[src/rtl/reset_sequencer.sv]
// reset_sequencer: internal reset generator.
// Merges synchronised buttons, idle-mode detect and (optionally) a watchdog
// into one reset request, stretches it, then releases NUM_DOMAINS active-low
// domain resets one after another. cause_o reports why the last reset happened.
// Optional watchdog: define RESET_SEQ_WATCHDOG_EN to add kick_i and the
// watchdog counter; otherwise cause_o[2] is always 0.
//
// state      | meaning
// ST_ASSERT  | request active, every domain held in reset
// ST_HOLD    | request gone, stretching for STRETCH_CYCLES
// ST_RELEASE | releasing domains 1..NUM_DOMAINS-1, STAGGER_CYCLES apart
// ST_RUN     | all domains out of reset
module reset_sequencer #(
   parameter int NUM_BUTTONS    = 4,
   parameter int MODE_W         = 2,
   parameter int IDLE_MODE      = 0,
   parameter int NUM_DOMAINS    = 3,
   parameter int STRETCH_CYCLES = 16,
   parameter int STAGGER_CYCLES = 4,
   parameter int SYNC_STAGES    = 2,
   parameter int WDOG_CYCLES    = 100
) (
   input  logic                   clock_i,
   input  logic                   reset_ni,
   input  logic [MODE_W-1:0]      mode_i,
   input  logic [NUM_BUTTONS-1:0] buttons_i,
`ifdef RESET_SEQ_WATCHDOG_EN
   input  logic                   kick_i,
`endif
   output logic [NUM_DOMAINS-1:0] reset_o,
   output logic                   busy_o,
   output logic [2:0]             cause_o
);

   localparam int CNT_MAX = (STRETCH_CYCLES > STAGGER_CYCLES) ? STRETCH_CYCLES : STAGGER_CYCLES;
   localparam int CNT_W   = (CNT_MAX > 1) ? $clog2(CNT_MAX) : 1;
   localparam int DOM_W   = (NUM_DOMAINS > 1) ? $clog2(NUM_DOMAINS) : 1;
   localparam logic [CNT_W-1:0] HOLD_TC  = CNT_W'(STRETCH_CYCLES - 1);
   localparam logic [CNT_W-1:0] STAG_TC  = CNT_W'(STAGGER_CYCLES - 1);
   localparam logic [DOM_W-1:0] DOM_LAST = DOM_W'(NUM_DOMAINS - 1);

   typedef enum logic [1:0] {
      ST_ASSERT  = 2'd0,
      ST_HOLD    = 2'd1,
      ST_RELEASE = 2'd2,
      ST_RUN     = 2'd3
   } state_t;

   state_t                              r_state;
   state_t                              w_state_nxt;
   logic [CNT_W-1:0]                    r_cnt;
   logic [CNT_W-1:0]                    w_cnt_nxt;
   logic [DOM_W-1:0]                    r_dom;
   logic [DOM_W-1:0]                    w_dom_nxt;
   logic [SYNC_STAGES-1:0][NUM_BUTTONS-1:0] r_sync;
   logic                                w_btn_req;
   logic                                w_idle_req;
   logic                                w_wdog_fire;
   logic [2:0]                          w_req_bits;
   logic                                w_req;
   logic                                w_hold_tc;
   logic                                w_rel_tc;
   logic [NUM_DOMAINS-1:0]              w_reset_nxt;
   logic                                w_busy_nxt;
   logic [2:0]                          w_cause_nxt;

   // Button synchroniser: stage 0 samples the raw pins, last stage feeds the request.
   always_ff @(posedge clock_i or negedge reset_ni) begin
      if (!reset_ni) r_sync <= '0;
      else           r_sync <= {r_sync[SYNC_STAGES-2:0], buttons_i};
   end

   assign w_btn_req  = |r_sync[SYNC_STAGES-1];
   assign w_idle_req = (mode_i == MODE_W'(IDLE_MODE));

`ifdef RESET_SEQ_WATCHDOG_EN
   localparam int WDOG_W = (WDOG_CYCLES > 1) ? $clog2(WDOG_CYCLES) : 1;
   localparam logic [WDOG_W-1:0] WDOG_TC = WDOG_W'(WDOG_CYCLES - 1);

   logic [WDOG_W-1:0] r_wdog_cnt;

   assign w_wdog_fire = (r_state == ST_RUN) && !kick_i && (r_wdog_cnt == WDOG_TC);

   // Watchdog only runs in ST_RUN; a kick or leaving ST_RUN clears it.
   always_ff @(posedge clock_i or negedge reset_ni) begin
      if (!reset_ni)                            r_wdog_cnt <= '0;
      else if ((r_state != ST_RUN) || kick_i)   r_wdog_cnt <= '0;
      else if (r_wdog_cnt != WDOG_TC)           r_wdog_cnt <= r_wdog_cnt + WDOG_W'(1);
   end
`else
   assign w_wdog_fire = 1'b0;
`endif

   assign w_req_bits = {w_wdog_fire, w_idle_req, w_btn_req};
   assign w_req      = |w_req_bits;
   // A request on a terminal-count edge wins: both tc flags require !w_req.
   assign w_hold_tc  = (r_state == ST_HOLD)    && !w_req && (r_cnt == HOLD_TC);
   assign w_rel_tc   = (r_state == ST_RELEASE) && !w_req && (r_cnt == STAG_TC);

   // State register with the stretch/stagger counter and next-domain index.
   always_ff @(posedge clock_i or negedge reset_ni) begin
      if (!reset_ni) begin
         r_state <= ST_ASSERT;
         r_cnt   <= '0;
         r_dom   <= '0;
      end else begin
         r_state <= w_state_nxt;
         r_cnt   <= w_cnt_nxt;
         r_dom   <= w_dom_nxt;
      end
   end

   // Next-state logic.
   always_comb begin
      w_state_nxt = r_state;
      w_cnt_nxt   = r_cnt;
      w_dom_nxt   = r_dom;
      case (r_state)
         ST_ASSERT: begin
            w_cnt_nxt = '0;
            if (!w_req) w_state_nxt = ST_HOLD;
         end
         ST_HOLD: begin
            if (w_req) begin
               w_state_nxt = ST_ASSERT;
               w_cnt_nxt   = '0;
            end else if (w_hold_tc) begin
               w_cnt_nxt   = '0;
               w_dom_nxt   = DOM_W'(1);
               w_state_nxt = (NUM_DOMAINS == 1) ? ST_RUN : ST_RELEASE;
            end else begin
               w_cnt_nxt = r_cnt + CNT_W'(1);
            end
         end
         ST_RELEASE: begin
            if (w_req) begin
               w_state_nxt = ST_ASSERT;
               w_cnt_nxt   = '0;
            end else if (w_rel_tc) begin
               w_cnt_nxt   = '0;
               w_dom_nxt   = r_dom + DOM_W'(1);
               if (r_dom == DOM_LAST) w_state_nxt = ST_RUN;
            end else begin
               w_cnt_nxt = r_cnt + CNT_W'(1);
            end
         end
         ST_RUN: begin
            w_cnt_nxt = '0;
            if (w_req) w_state_nxt = ST_ASSERT;
         end
         default: begin
            w_state_nxt = ST_ASSERT;
            w_cnt_nxt   = '0;
         end
      endcase
   end

   // Output logic: next values of the registered reset, busy and cause outputs.
   always_comb begin
      w_reset_nxt = reset_o;
      w_busy_nxt  = (w_state_nxt != ST_RUN);
      w_cause_nxt = cause_o;
      if (w_state_nxt == ST_ASSERT) begin
         w_reset_nxt = '0;
         if (r_state == ST_ASSERT) w_cause_nxt = cause_o | w_req_bits;
         else                      w_cause_nxt = w_req_bits;
      end else if (w_state_nxt == ST_RUN) begin
         w_reset_nxt = '1;
      end else if (w_hold_tc) begin
         w_reset_nxt[0] = 1'b1;
      end else if (w_rel_tc) begin
         w_reset_nxt[r_dom] = 1'b1;
      end
   end

   // Output registers; no input reaches an output without passing a flop.
   always_ff @(posedge clock_i or negedge reset_ni) begin
      if (!reset_ni) begin
         reset_o <= '0;
         busy_o  <= 1'b1;
         cause_o <= '0;
      end else begin
         reset_o <= w_reset_nxt;
         busy_o  <= w_busy_nxt;
         cause_o <= w_cause_nxt;
      end
   end

endmodule
[config.mk]
export PLATFORM = sky130hd
export DESIGN_NAME = reset_sequencer
export DESIGN_NICKNAME = d
export VERILOG_FILES = /design/src/rtl/reset_sequencer.sv
export SDC_FILE = /design/constraint.sdc
export NUM_CORES = 1
export LEC_CHECK = 0
export CAP_MARGIN = 15
export CORE_MARGIN = 3
export CORE_UTILIZATION = 40
export CTS_CLUSTER_DIAMETER = 40
export DETAILED_ROUTE_END_ITERATION = 8
export GPL_ROUTABILITY_DRIVEN = 0
export PLACE_DENSITY = 0.67
export SLEW_MARGIN = 20
export SYNTH_ARGS = -nofsm -noshare
export SYNTH_HDL_FRONTEND = slang
export SYNTH_SLANG_ARGS = --single-unit
[constraint.sdc]
create_clock -name clock_i -period 3.3 [get_ports clock_i]
set_input_delay 0.495 -clock clock_i [delete_from_list [all_inputs] [get_ports clock_i]]
set_output_delay 0.495 -clock clock_i [all_outputs]
set_load 0.01 [all_outputs]
# Word-level counts from Yosys, hierarchy flattened
# Index checks and enable logic that the tools add are counted.
[totals] input_bits=8 output_inout_bits=7 reg_bits=23 elab_cells=71
[op_classes] reduce_logical=17 eq_ne=13 bitwise_logic=2 addsub=2 n_lt_le_gt_ge=2 muxes=26
[op_table] cell="$mux 2" count=12
[op_table] cell="$mux 4" count=4
[op_table] cell="$mux 3" count=4
[op_table] cell="$pmux 4 s3" count=1
[op_table] cell="$ne 2x2->1 const B" count=5
[op_table] cell="$eq 2x2->1 const B" count=4
[op_table] cell="$pmux 2 s4" count=1
[op_table] cell="$logic_not 2->1" count=3
[op_table] cell="$logic_and 1x1->1" count=5
[op_table] cell="$reduce_and 5->1" count=1
[op_table] cell="$reduce_or 5->1" count=1
[op_table] cell="$add 4x1->4 const B" count=1
[op_table] cell="$eq 4x2->1 const B" count=1
[op_table] cell="$eq 4x4->1 const B" count=1
[op_table] cell="$pmux 2 s2" count=1
[op_table] cell="$reduce_bool 4->1" count=1
[op_table] cell="$reduce_or 4->1" count=1
[op_table] cell="$lt 2x3->1 const B" count=1
[op_table] cell="$ne 3x1->1 const B" count=1
[op_table] cell="$or 3x2->3" count=1
[op_table] cell="$or 3x3->3" count=1
[op_table] cell="$reduce_bool 3->1" count=1
[op_table] cell="$add 2x1->2 const B" count=1
[op_table] cell="$demux 1 s2" count=1
[op_table] cell="other kinds (7)" count=8

# Logic depth before layout (Yosys ltp)
[logic_depth] depth_word=11 ltp_mapped=10 depth_no_buf=10

# Least setup slack after synthesis
# Ideal clock, no wire load.
[synth_path] kind="register -> register" from="register r_cnt[0]" to="register reset_o[0]" path_buffers=0 required_time_ps=3168 synth_period_minus_slack_ps=2003 arrival_ps=1871 path_slack_ps=1297 setup_time_ps=132 path_stages_with_launch=10 cell_sequence="dfrtp_1 -> ha_1 -> nor3b_1 -> nand2_1 -> a21oi_1 -> nand2_1 -> ha_1 -> nor2_1 -> a211oi_1 -> a22oi_1"
[synth_between] elab_chain_len=8 elab_cells_between_ends=15 classes_between="eq/ne: 3; mux: 8; reduce/logical: 4"
[synth_lines] element="start: declaration" line_no="51" rtl="logic [CNT_W-1:0] r_cnt;"
[synth_lines] element="start signal: assignment" line_no="108" rtl="r_cnt <= w_cnt_nxt;"
[synth_lines] element="$eq 4x2->1 / $eq 4x4->1 (equally long branches)" line_no="98, 97"
[synth_lines] element="$logic_and 1x1->1 (on tied branches)" line_no="98, 97"
[synth_lines] element="$mux 2 (on tied branches)" line_no="139, 127"
[synth_lines] element="$mux 2 (on tied branches)" line_no="136, 124"
[synth_lines] element="$pmux 2 s4" line_no="118" rtl="case (r_state)"
[synth_lines] element="$eq 2x2->1" line_no="167" rtl="end else if (w_state_nxt == ST_RUN) begin"
[synth_lines] element="$mux 3" line_no="167"
[synth_lines] element="$mux 3" line_no="163" rtl="if (w_state_nxt == ST_ASSERT) begin"
[synth_lines] element="end signal: assignment" line_no="183" rtl="reset_o <= w_reset_nxt;"
[synth_lines] element="end: declaration" line_no="30" rtl="output logic [NUM_DOMAINS-1:0] reset_o,"
# Parallel ways exist; a longest one is shown, timed or not.
# A chain may end at the register's enable or synchronous reset.

# Worst setup path after layout
[layout_path] from="register r_sync[7] (netlist name)" to="register reset_o[0]"
[layout_between] elab_chain_len=10 elab_cells_between_ends=19 classes_between="eq/ne: 1; mux: 10; reduce/logical: 8"
[layout_lines] element="start: declaration" line_no="55" rtl="logic [SYNC_STAGES-1:0][NUM_BUTTONS-1:0] r_sync;"
[layout_lines] element="start signal: assignment" line_no="70" rtl="else r_sync <= {r_sync[SYNC_STAGES-2:0], buttons_i};"
[layout_lines] element="$reduce_or 5->1 *" line_no="95" rtl="assign w_req = |w_req_bits;"
[layout_lines] element="$logic_not 1->1"
[layout_lines] element="$logic_and 1x1->1 (on tied branches) (2 in series)" line_no="98, 97"
[layout_lines] element="$mux 2 (on tied branches)" line_no="139, 127"
[layout_lines] element="$mux 2 (on tied branches)" line_no="136, 124"
[layout_lines] element="$pmux 2 s4 *" line_no="118"
[layout_lines] element="via w_state_nxt[1]" line_no="50" rtl="state_t w_state_nxt;"
[layout_lines] element="$eq 2x2->1" line_no="167"
[layout_lines] element="$mux 3" line_no="167"
[layout_lines] element="$mux 3" line_no="163"
# The timed path passes the listed nets; every way through them passes the cells marked *.

==> run_results.csv <==
group,metric,value,unit
sta,achievable-frequency,410,MHz
setup_path,critical_path.endpoint_type,"flop",
clock_network,clockBufferDepth,2,
synthesis,synth_edf_count,0,
floorplan,ioPinCount,15,
power,cell_internal_pwr,0.000414,W
synthesis,syn-cell-area,952,um^2
worst_hold_path,worst_hold_path_stage_count,0,
setup_path,arrival,2.66,ns
detailed_routing,final_wirelength,1680,um
sta,setup_tns,0,ns
clock_network,clock_tree_from_tritoncts,"built",
synthesis,synth_sequential_area_ratio,0.580,
grt,grt_first_pass_wirelength,2770,um
placement,hpwlAfterDp,1250,um
detailed_routing,dr.first_iter.drc_count,10,
worst_hold_path,holdCritPathClass,"flop to flop",
synthesis,syn-instance-count,85,
flow_run,drv_cap,0,
power,ir_worst_vdd,0.000316,V
sta,finalMaxSlewViolations,0,
clock_network,post_cts_buffers,0,
power,share_comb_of_total_power,0.055,
sta,report.final.setup_viol,0,
grt,grt_pass1_vias,645,
final_layout,leading_cell_type_in_the_layout_fill_and_taps_excluded,"sky130_fd_sc_hd__dfrtp_1",
detailed_routing,post_drt_via_cell_ratio,5.27,
detailed_routing,detail_route.first_pass.iterations,4,
sta,slew_headroom,0.396,
setup_path,r2r_startpoint,"r_sync[7]",
synthesis,yosys_warnings,0,
setup_path,setup.worst_path.class,"flop to flop",
clock_network,post_cts_hold_buffer_count,0,
floorplan,die_x,54.8,um
sta,worstMarginPinSlew,0.904,ns
clock_network,path_clk_slew,0.12,ns
synthesis,mappedNetlistNets,99,
final_layout,num_antenna_cells,0,
sta,finalCriticalPeriod,2.44,ns
power,power_per_cell_area,441,nW/um^2
synthesis,synth-seq-cells,22,
floorplan,die_h,54.8,um
power,total_leakage_power,0.529,nW
grt,number_of_antenna_violations_at_the_first_check_in_global_routing,0,
final_layout,postLayoutCoreUtil,0.518,
detailed_routing,dr_total_vias,674,
worst_hold_path,min_to,"r_sync[4]",
final_layout,layout_common_cells,"21 x sky130_fd_sc_hd__dfrtp_1, 13 x sky130_fd_sc_hd__clkdlybuf4s50_1, 8 x sky130_fd_sc_hd__nor2_1",
sta,count_of_final_hold_check_violations,0,
sta,skew,0.00339,ns
final_layout,multi_input_area,373,um^2
power,p_clk_frac,0.397,
setup_path,cp_data_required_time,3.52,ns
final_layout,post_route_cells_drive_above_1_share,0.0800,
final_layout,register_area,552,um^2
power,p_seq_frac,0.548,
sta,rsz0062_at_grt,"no",
synthesis,syn-mean-instance-area,11.2,um^2
setup_path,worstRegToRegCells,9,
power,switchingPower,0.0000963,W
detailed_routing,ant_nets,0,
floorplan,row_count,17,
grt,grt_overflow_total,0,
grt,grt_start_max_net_pins,23,
run_status,run_status,"finished, final reports clean",
clock_network,numCtsBuffers,3,
detailed_routing,drc,0,
detailed_routing,drt-wirelength-per-cell,13.1,um
worst_hold_path,hold_start,"r_sync[0]",
power,netSwitchingFraction,0.189,
placement,place.port_buffers,13,
grt,all_layer_gr_usage,0.134,
setup_path,critical_path.reg2reg.endpoint,"reset_o[0]",
synthesis,ys_types,30,
floorplan,starting_density,0.426,
sta,layout_worst_path_cycle_share,0.738,
clock_network,htree_levels,1,
clock_network,later_pin_clock_latency_in_the_skew_report,0.30,ns
setup_path,startpoint_type,"flop",
synthesis,most_instantiated_flip_flop_cell_in_the_synthesis_netlist,"sky130_fd_sc_hd__dfrtp_1",
setup_path,cp_max_fo,11,
synthesis,async_flop_share,1.00,
final_layout,n_fill_cell,194,
floorplan,design.core.area,2230,um^2
setup_path,r2r_slack,0.86,ns
clock_network,cts_resized,0,
floorplan,die-area,3000,um^2
final_layout,fin_nets,115,
clock_network,cts-root-buf,"sky130_fd_sc_hd__clkbuf_4",
clock_network,clock-sinks,22,
final_layout,synthToLayoutAreaGrowth,21.6,%
## cells in the mapped netlist (all sizes together), types with 2 or more instances
| cell type | instances | area (um^2) |
|---|---|---|
| a21oi | 4 | 20.0 |
| a22o | 2 | 18.8 |
| a22oi | 2 | 15.0 |
| and2 | 3 | 18.8 |
| and3 | 3 | 18.8 |
| buf | 2 | 12.5 |
| dfrtp | 21 | 526 |
| ha | 6 | 75.1 |
| inv | 4 | 15.0 |
| nand2 | 4 | 15.0 |
| nand2b | 2 | 12.5 |
| nand3 | 2 | 10.0 |
| nor2 | 8 | 30.0 |
| nor2b | 2 | 12.5 |
| o21ai | 6 | 30.0 |
| xor2 | 2 | 17.5 |
## layout make-up
class	count	share of cell area
clock buffers	3	0.0195
clock inverters	1	0.0259
inverters	4	0.0130
multi-input cells	57	0.322
flip-flops and latches	22	0.477
well taps	28	0.0303
repair buffers	13	0.112
## routing by layer
layer | vias to the layer above | routed length [um] | global-route usage
li1 | 318 | - | -
met1 | 319 | 711 | 0.162
met2 | 29 | 799 | 0.211
met3 | 8 | 112 | 0.0327
met4 | 0 | 58 | 0.0871
met5 | - | 0 | 0
## cell families (layout without fill, tap and decap cells)
group / count (synthesis) / count (layout) / synth area share
other: 1 / 1 / 0.00394
xor gates and xnor gates: 2 / 2 / 0.0184
and+or+nand+nor: 31 / 31 / 0.180
buffers and inverters: 6 / 21 / 0.0289
DFF: 22 / 22 / 0.580
adders and majority gates: 6 / 6 / 0.0788
AOI/OAI and AO/OA: 17 / 17 / 0.110
## registers in the layout, indices dropped and copies added, names as in the netlist
signal / cells
r_state: 2
r_sync: 8
cause_o: 2
r_dom: 2
busy_o: 1
r_cnt: 4
reset_o: 3
## power groups by stage
| stage | logic [W] | registers [W] | clock network, W |
|---|---|---|---|
| 4_1_cts | 0.0000286 | 0.000280 | 0.000208 |
| 3_5_place_dp | 0.0000285 | 0.000285 | 0 |
| 3_3_place_gp | 0.0000280 | 0.000285 | 0 |
| 5_1_grt | 0.0000320 | 0.000281 | 0.000224 |
| 6_report | 0.0000280 | 0.000280 | 0.000203 |
| 2_1_floorplan | 0.0000102 | 0.000285 | 0 |
## per-stage QoR
step,total power (W),cell area [um^2],cells,setup slack [ns],hold slack (ns)
CTS,0.000516,1160,128,0.922,0.364
finish,0.000511,1160,128,0.863,0.360
global route,0.000537,1160,128,0.651,0.374
floorplan,0.000296,952,85,1.30,0.199
global placement,0.000313,1100,124,0.923,0.332
detailed placement,0.000314,1100,124,0.829,0.336
## how the worst max path moves through the flow
| stage | start | end | slack [ns] | cells past startpoint |
|---|---|---|---|---|
| CTS | r_sync[7] | reset_o[0] | 0.92 | 9 |
| floorplan | r_cnt[0] | reset_o[0] | 1.30 | 9 |
| global placement | mode_i[1] | reset_o[0] | 0.92 | 8 |
| detailed placement | mode_i[0] | reset_o[0] | 0.83 | 10 |
| finish | r_sync[7] | reset_o[0] | 0.86 | 9 |
| global route | r_cnt[0] | reset_o[0] | 0.65 | 10 |
## worst max-delay path, stage by stage (launching register included)
cell and delay (ns):
sky130_fd_sc_hd__dfrtp_1 0.38, sky130_fd_sc_hd__or4_4 0.54, sky130_fd_sc_hd__nor2_1 0.50, sky130_fd_sc_hd__nand2_1 0.17
sky130_fd_sc_hd__inv_1 0.11, sky130_fd_sc_hd__ha_1 0.21, sky130_fd_sc_hd__nor2_1 0.07, sky130_fd_sc_hd__nor2_1 0.10
sky130_fd_sc_hd__a211oi_1 0.06, sky130_fd_sc_hd__a22oi_1 0.23
No activity file was read; power rests on OpenSTA's default activity.
